$ cat src/rtl/jlut_prog_if.sv
// Lookup-table bus: table write port plus request/response handshake.
interface jlut_prog_if #(
    parameter int PTR_W  = 8,
    parameter int ADDR_W = 8
);
    logic              wr_en;
    logic [PTR_W-1:0]  wr_ptr;
    logic              wr_rel;
    logic [ADDR_W-1:0] wr_data;

    logic              req_valid;
    logic              req_ready;
    logic [PTR_W-1:0]  req_ptr;
    logic [ADDR_W-1:0] req_pc;

    logic              resp_valid;
    logic              resp_ready;
    logic [ADDR_W-1:0] resp_jump;
    logic              resp_miss;

    modport master (
        output wr_en, wr_ptr, wr_rel, wr_data,
        output req_valid, req_ptr, req_pc, resp_ready,
        input  req_ready, resp_valid, resp_jump, resp_miss
    );

    modport slave (
        input  wr_en, wr_ptr, wr_rel, wr_data,
        input  req_valid, req_ptr, req_pc, resp_ready,
        output req_ready, resp_valid, resp_jump, resp_miss
    );
endinterface

$ cat src/rtl/jlut_prog.sv
// Programmable jump-target lookup table. Each entry holds an absolute target
// or a signed PC-relative offset; lookups return a registered response
// through a single-entry output stage.
module jlut_prog #(
    parameter int PTR_W  = 8,
    parameter int DEPTH  = 16,
    parameter int ADDR_W = 8
) (
    input logic         clk,
    input logic         rst_n,
    jlut_prog_if.slave  bus
);
    localparam int IDX_W = (DEPTH > 1) ? $clog2(DEPTH) : 1;
    // One extra bit so DEPTH == 2**PTR_W is representable in the range compare.
    localparam logic [PTR_W:0] DEPTH_X = (PTR_W + 1)'(DEPTH);

    logic              rel_q  [DEPTH];
    logic [ADDR_W-1:0] data_q [DEPTH];

    logic              wr_hit;
    logic              req_hit;
    logic [IDX_W-1:0]  wr_idx;
    logic [IDX_W-1:0]  req_idx;
    logic              collide;
    logic              sel_rel;
    logic [ADDR_W-1:0] sel_data;
    logic [ADDR_W-1:0] jump_d;
    logic              accept;

    logic              resp_valid_q;
    logic [ADDR_W-1:0] resp_jump_q;
    logic              resp_miss_q;

    assign wr_hit  = ({1'b0, bus.wr_ptr}  < DEPTH_X);
    assign req_hit = ({1'b0, bus.req_ptr} < DEPTH_X);
    assign wr_idx  = bus.wr_ptr[IDX_W-1:0];
    assign req_idx = bus.req_ptr[IDX_W-1:0];

    assign bus.req_ready = !resp_valid_q || bus.resp_ready;
    assign accept        = bus.req_valid && bus.req_ready;

    // Resolve the lookup, letting a same-cycle write to the same entry win.
    always_comb begin
        collide  = bus.wr_en && wr_hit && (bus.wr_ptr == bus.req_ptr);
        sel_rel  = 1'b0;
        sel_data = '0;
        jump_d   = '0;
        if (req_hit) begin
            sel_rel  = collide ? bus.wr_rel  : rel_q[req_idx];
            sel_data = collide ? bus.wr_data : data_q[req_idx];
            // Signed offset add is plain modular addition in two's complement.
            jump_d   = sel_rel ? (bus.req_pc + sel_data) : sel_data;
        end
    end

    // Table storage; out-of-range writes are dropped.
    always_ff @(posedge clk or negedge rst_n) begin
        if (!rst_n) begin
            for (int i = 0; i < DEPTH; i++) begin
                rel_q[i]  <= 1'b0;
                data_q[i] <= '0;
            end
        end else if (bus.wr_en && wr_hit) begin
            rel_q[wr_idx]  <= bus.wr_rel;
            data_q[wr_idx] <= bus.wr_data;
        end
    end

    // Output stage: load on accept, clear when drained with nothing new.
    always_ff @(posedge clk or negedge rst_n) begin
        if (!rst_n) begin
            resp_valid_q <= 1'b0;
            resp_jump_q  <= '0;
            resp_miss_q  <= 1'b0;
        end else if (accept) begin
            resp_valid_q <= 1'b1;
            resp_jump_q  <= jump_d;
            resp_miss_q  <= !req_hit;
        end else if (bus.resp_ready) begin
            resp_valid_q <= 1'b0;
        end
    end

    assign bus.resp_valid = resp_valid_q;
    assign bus.resp_jump  = resp_jump_q;
    assign bus.resp_miss  = resp_miss_q;
endmodule

$ cat src/flat_wrapper.sv
// flat-port wrapper written by rule: the top's interface ports become plain ports
module jlut_prog_flat 
#(
    parameter int PTR_W  = 8,
    parameter int DEPTH  = 16,
    parameter int ADDR_W = 8
)
  (clk, rst_n, bus_wr_en, bus_wr_ptr, bus_wr_rel, bus_wr_data, bus_req_valid, bus_req_ptr, bus_req_pc, bus_resp_ready, bus_req_ready, bus_resp_valid, bus_resp_jump, bus_resp_miss);
  jlut_prog_if #(.PTR_W(PTR_W), .ADDR_W(ADDR_W)) bus_i ();
  input logic clk;
  input logic rst_n;
  input wire logic [$bits(bus_i.wr_en)-1:0] bus_wr_en;
  input wire logic [$bits(bus_i.wr_ptr)-1:0] bus_wr_ptr;
  input wire logic [$bits(bus_i.wr_rel)-1:0] bus_wr_rel;
  input wire logic [$bits(bus_i.wr_data)-1:0] bus_wr_data;
  input wire logic [$bits(bus_i.req_valid)-1:0] bus_req_valid;
  input wire logic [$bits(bus_i.req_ptr)-1:0] bus_req_ptr;
  input wire logic [$bits(bus_i.req_pc)-1:0] bus_req_pc;
  input wire logic [$bits(bus_i.resp_ready)-1:0] bus_resp_ready;
  output wire logic [$bits(bus_i.req_ready)-1:0] bus_req_ready;
  output wire logic [$bits(bus_i.resp_valid)-1:0] bus_resp_valid;
  output wire logic [$bits(bus_i.resp_jump)-1:0] bus_resp_jump;
  output wire logic [$bits(bus_i.resp_miss)-1:0] bus_resp_miss;
  assign bus_i.wr_en = bus_wr_en;
  assign bus_i.wr_ptr = bus_wr_ptr;
  assign bus_i.wr_rel = bus_wr_rel;
  assign bus_i.wr_data = bus_wr_data;
  assign bus_i.req_valid = bus_req_valid;
  assign bus_i.req_ptr = bus_req_ptr;
  assign bus_i.req_pc = bus_req_pc;
  assign bus_i.resp_ready = bus_resp_ready;
  assign bus_req_ready = bus_i.req_ready;
  assign bus_resp_valid = bus_i.resp_valid;
  assign bus_resp_jump = bus_i.resp_jump;
  assign bus_resp_miss = bus_i.resp_miss;
  jlut_prog #(.PTR_W(PTR_W), .DEPTH(DEPTH), .ADDR_W(ADDR_W)) u_core (.clk(clk), .rst_n(rst_n), .bus(bus_i));
endmodule
$ cat config.mk
export PLATFORM = sky130hd
export DESIGN_NAME = jlut_prog_flat
export DESIGN_NICKNAME = d
export VERILOG_FILES = /design/src/rtl/jlut_prog_if.sv /design/src/rtl/jlut_prog.sv /design/src/flat_wrapper.sv
export SDC_FILE = /design/constraint.sdc
export NUM_CORES = 1
export LEC_CHECK = 0
export ABC_CLOCK_PERIOD_IN_PS = 3410
export CORE_MARGIN = 4
export CORE_UTILIZATION = 54
export DETAILED_ROUTE_END_ITERATION = 7
export PLACE_DENSITY_LB_ADDON = 0.08
export SLEW_MARGIN = 40
export SYNTH_ARGS = -nofsm -noshare
export SYNTH_HDL_FRONTEND = slang
export SYNTH_SLANG_ARGS = --single-unit
$ cat constraint.sdc
create_clock -name clk -period 3.41 [get_ports clk]
set_clock_uncertainty 0.05 [all_clocks]
set_input_delay 0.682 -clock clk [delete_from_list [all_inputs] [get_ports clk]]
set_output_delay 0.682 -clock clk [all_outputs]
set_load 0.05 [all_outputs]
==> metrics.txt <==
wire length per cell after detailed routing=23.73 um; highest attainable clock frequency=259.7 MHz; most used cells in the layout excluding fill and tap cells=154 x dfrtp_1, 102 x mux2_2, 81 x buf_4; relative slew slack=0.6126; routed via count divided by cell count=5.950; initial core utilization=0.5569; gate count of the mapped netlist=488; Longest Clk Path Bufs=2; number of fill cells=836; Largest delay share family, worst path=multiplexers; post-synth top area share=0.5184; total standard cell area after synthesis=0.007433 mm2; clock tree root buffer cell=clkbuf_16; count of standard-cell rows=42; failing checks=negative setup slack; clock latency reported for the late side of the worst-skew pair=0.42 ns; TritonCTS clock tree=done; all-layer global routing usage=0.2619; critical path required time=3.67 ns; pin count of the biggest net entering global routing=57; #FFs+latches synth=154; Inserted Clock Buffers=17; Clock transition at path regs=0.06 ns; critical path endpoint category=flop; clk sinks=154; layout cell share with drive strength beyond 1=0.5583; number of I/O pins=49; DP Worst Slack=-1.067 ns; net count of the mapped netlist=534; Die Y-Extent=125.3 um; final setup margin=-0.4400 ns; CP startpoint kind=primary input; Post-synth top flop=dfrtp_1; worst-case vdd ir drop=0.0003960 V; Finish-stage setup viols=3; endpoint arrival time on the critical path=4.11 ns; crit path cell chain=buf_8 -> buf_12 -> buf_8 -> mux4_2 -> mux4_2 -> mux2i_2 -> inv_1 -> ha_4 -> a211oi_4 -> o21bai_2 -> a2111oi_4 -> nor3b_2 -> or4_1 -> a32o_1; warning count from the yosys run=0; Worst Hold Class=in2async; unrepaired setup endpoints after global routing=true; most frequent standard cell in the layout excluding fill and tap cells=dfrtp_1; area of the placeable core=0.01335 mm2; library cell occupying the most area in the post-synthesis netlist=dfrtp_1; worst-margin pin slew=0.5649 ns; sum of buffers and inverters on the critical path=4; number of different library cells in the post-synthesis netlist=45; number of hold violations in the final report=0; leading cell types by total area after synthesis=dfrtp_1 52%, mux2_2 23%, mux4_2 13%; number of synthesized flops with an enable pin=0; Slowest cell on crit path=mux4_2; DIE AREA=0.01571 mm2; count of maximum capacitance violations=0; detailed-placement wirelength estimate=12660 um; # DRC=0; DRT Wirelength=19440 um; number of nets with antenna violations after routing=0; initial antenna violation count=0; worst-path maximum fanout=6; Post-CTS Hold Fix Bufs=0; diode insertion count for antenna repair=0; total overflow reported by the global router=0; Detailed Routing Iterations Pass 1=4; DRC violation total after the first TritonRoute iteration=225; overall via count from detail_route=4873; post-route setup TNS=-0.6159 ns; Syn-to-layout area delta=33.50%; Max H-tree Level=4; run status=finished, violations left; Slowest Stage Delay on Critical Path=0.51 ns; share of async-settable or async-resettable flops after synthesis=1.000; number of nets in the layout=677; Period Utilization, post-route=1.129; vias in the first global route=5418; static leakage=4.909 nW; power per cell area=446.1 mW/mm2; Placer Congestion=0.9072; first-pass GRT wire length=31460 um; sequential-to-total area share from yosys stat=0.5184; per-instance average area after synthesis=15.23 um2; final core utilization=0.7434; IO Port Bufs=48; crit path time final=3.850 ns; type of the worst setup path=in2reg; chip width=125.3 um; number of pins with negative max-slew slack in the final report=0
-- cells in the mapped netlist (2+ instances only) --
| master | instances |
|---|---|
| a22oi_1 | 2 |
| buf_2 | 6 |
| nand3_1 | 10 |
| mux4_2 | 43 |
| a22o_1 | 2 |
| a21oi_1 | 4 |
| or4_1 | 2 |
| mux2_2 | 149 |
| nand4_1 | 3 |
| o21bai_1 | 2 |
| mux2_4 | 2 |
| nand2b_1 | 2 |
| xor2_1 | 3 |
| nand2_1 | 19 |
| dfrtp_1 | 154 |
| nor2_1 | 5 |
| o21ai_1 | 3 |
| buf_1 | 2 |
| o21ai_0 | 4 |
| xnor2_1 | 8 |
| nor3_1 | 2 |
| inv_1 | 3 |
| buf_4 | 3 |
| o311ai_1 | 2 |
| nor3b_1 | 4 |
| mux2i_1 | 6 |
| nor2b_1 | 6 |
| clkbuf_1 | 14 |
| ha_1 | 7 |
-- cells by family (layout without fill, tap and decap cells) --
family / count (synthesis) / in the layout / synth area share
multiplexers: 201 / 201 / 0.3700
buffers and inverters: 30 / 185 / 0.01885
flip-flops: 154 / 154 / 0.5184
adder cells (fa/ha/maj): 8 / 8 / 0.01448
AND/OR/NAND/NOR: 58 / 58 / 0.04107
XOR/XNOR: 11 / 11 / 0.01296
AO/OA/AOI/OAI: 26 / 26 / 0.02424
-- through the flow --
stage          hold slack [ns]  area [um2]  instances  power [mW]
6_report                0.1673        9923        819       4.427
5_1_grt                 0.1994        9923        819       4.589
4_1_cts                 0.1909        9782        818       4.422
3_5_place_dp            0.4338        8643        761       2.452
3_3_place_gp            0.4201        8643        761       2.435
2_1_floorplan           0.3364        7520        488       2.240
-- area by class of cell --
cell class	count	area (um2)	share of cell area
timing repair buffer	151	1431	0.1442
clock buffer	20	456.7	0.04602
tap	176	220.2	0.02219
multi-input combinational	304	3804	0.3833
inverter	3	11.26	0.001135
sequential	154	3854	0.3883
clock inverter	11	146.4	0.01475
-- path summary, 6_finish.rpt --
| check | startpoint | endpoint | slack [ns] | cells after the start |
|---|---|---|---|---|
| max reg2reg | u_core.data_q[1]$_DFFE_PN0P_ | u_core.bus.resp_jump[7]$_DFFE_PN0P_ | -0.18 | 11 |
| min reg2reg | u_core.bus.resp_jump[0]$_DFFE_PN0P_ | u_core.bus.resp_jump[0]$_DFFE_PN0P_ | 0.45 | 2 |
| max in group asynchronous | rst_n | u_core.data_q[126]$_DFFE_PN0P_ | 2.35 | 2 |
| min | rst_n | u_core.data_q[124]$_DFFE_PN0P_ | 0.17 | 1 |
| min in group clk | u_core.bus.resp_jump[0]$_DFFE_PN0P_ | u_core.bus.resp_jump[0]$_DFFE_PN0P_ | 0.45 | 2 |
| max | bus_req_ptr[0] | u_core.bus.resp_jump[7]$_DFFE_PN0P_ | -0.44 | 14 |
-- state kept, by name, indices dropped and copies added, names as in the netlist --
name                   cells
u_core.data_q            128
u_core.bus.resp_jump       8
u_core.bus.resp_miss       1
u_core.bus.resp_valid      1
u_core.rel_q              16
-- layer usage --
metal	up-vias	wire length (um)	track usage
li1	2126	-	-
met1	2544	8652	0.3702
met2	169	9116	0.3973
met3	34	1230	0.06866
met4	0	438	0.09311
met5	-	0	0
-- worst reg2reg max path: stages, from the launching register on --
cell and delay, ns:
dfrtp_1 0.37, mux4_2 0.48, mux4_2 0.53, mux2i_2 0.22
inv_1 0.11, ha_4 0.24, a211oi_4 0.21, o21bai_2 0.12
a2111oi_4 0.36, nor3b_2 0.10, or4_1 0.47, a32o_1 0.23
-- report_power, final --
group          leakage (nW)  total [mW]  internal, mW  switching, mW
logic                  2.50       0.537         0.294          0.243
registers              2.12        1.95          1.91         0.0426
clock network         0.292        1.94          1.19          0.751
total                  4.91        4.43          3.39           1.04
-- timing repair --
action / 4_1_cts / 5_1_grt
pin swaps: 24 / 15
resized for setup: 106 / 32
buffers inserted: 26 / 4
setup endpoints to repair: 4 / 147
gates cloned: 0 / 1
Power figures use the tool's default switching activity.
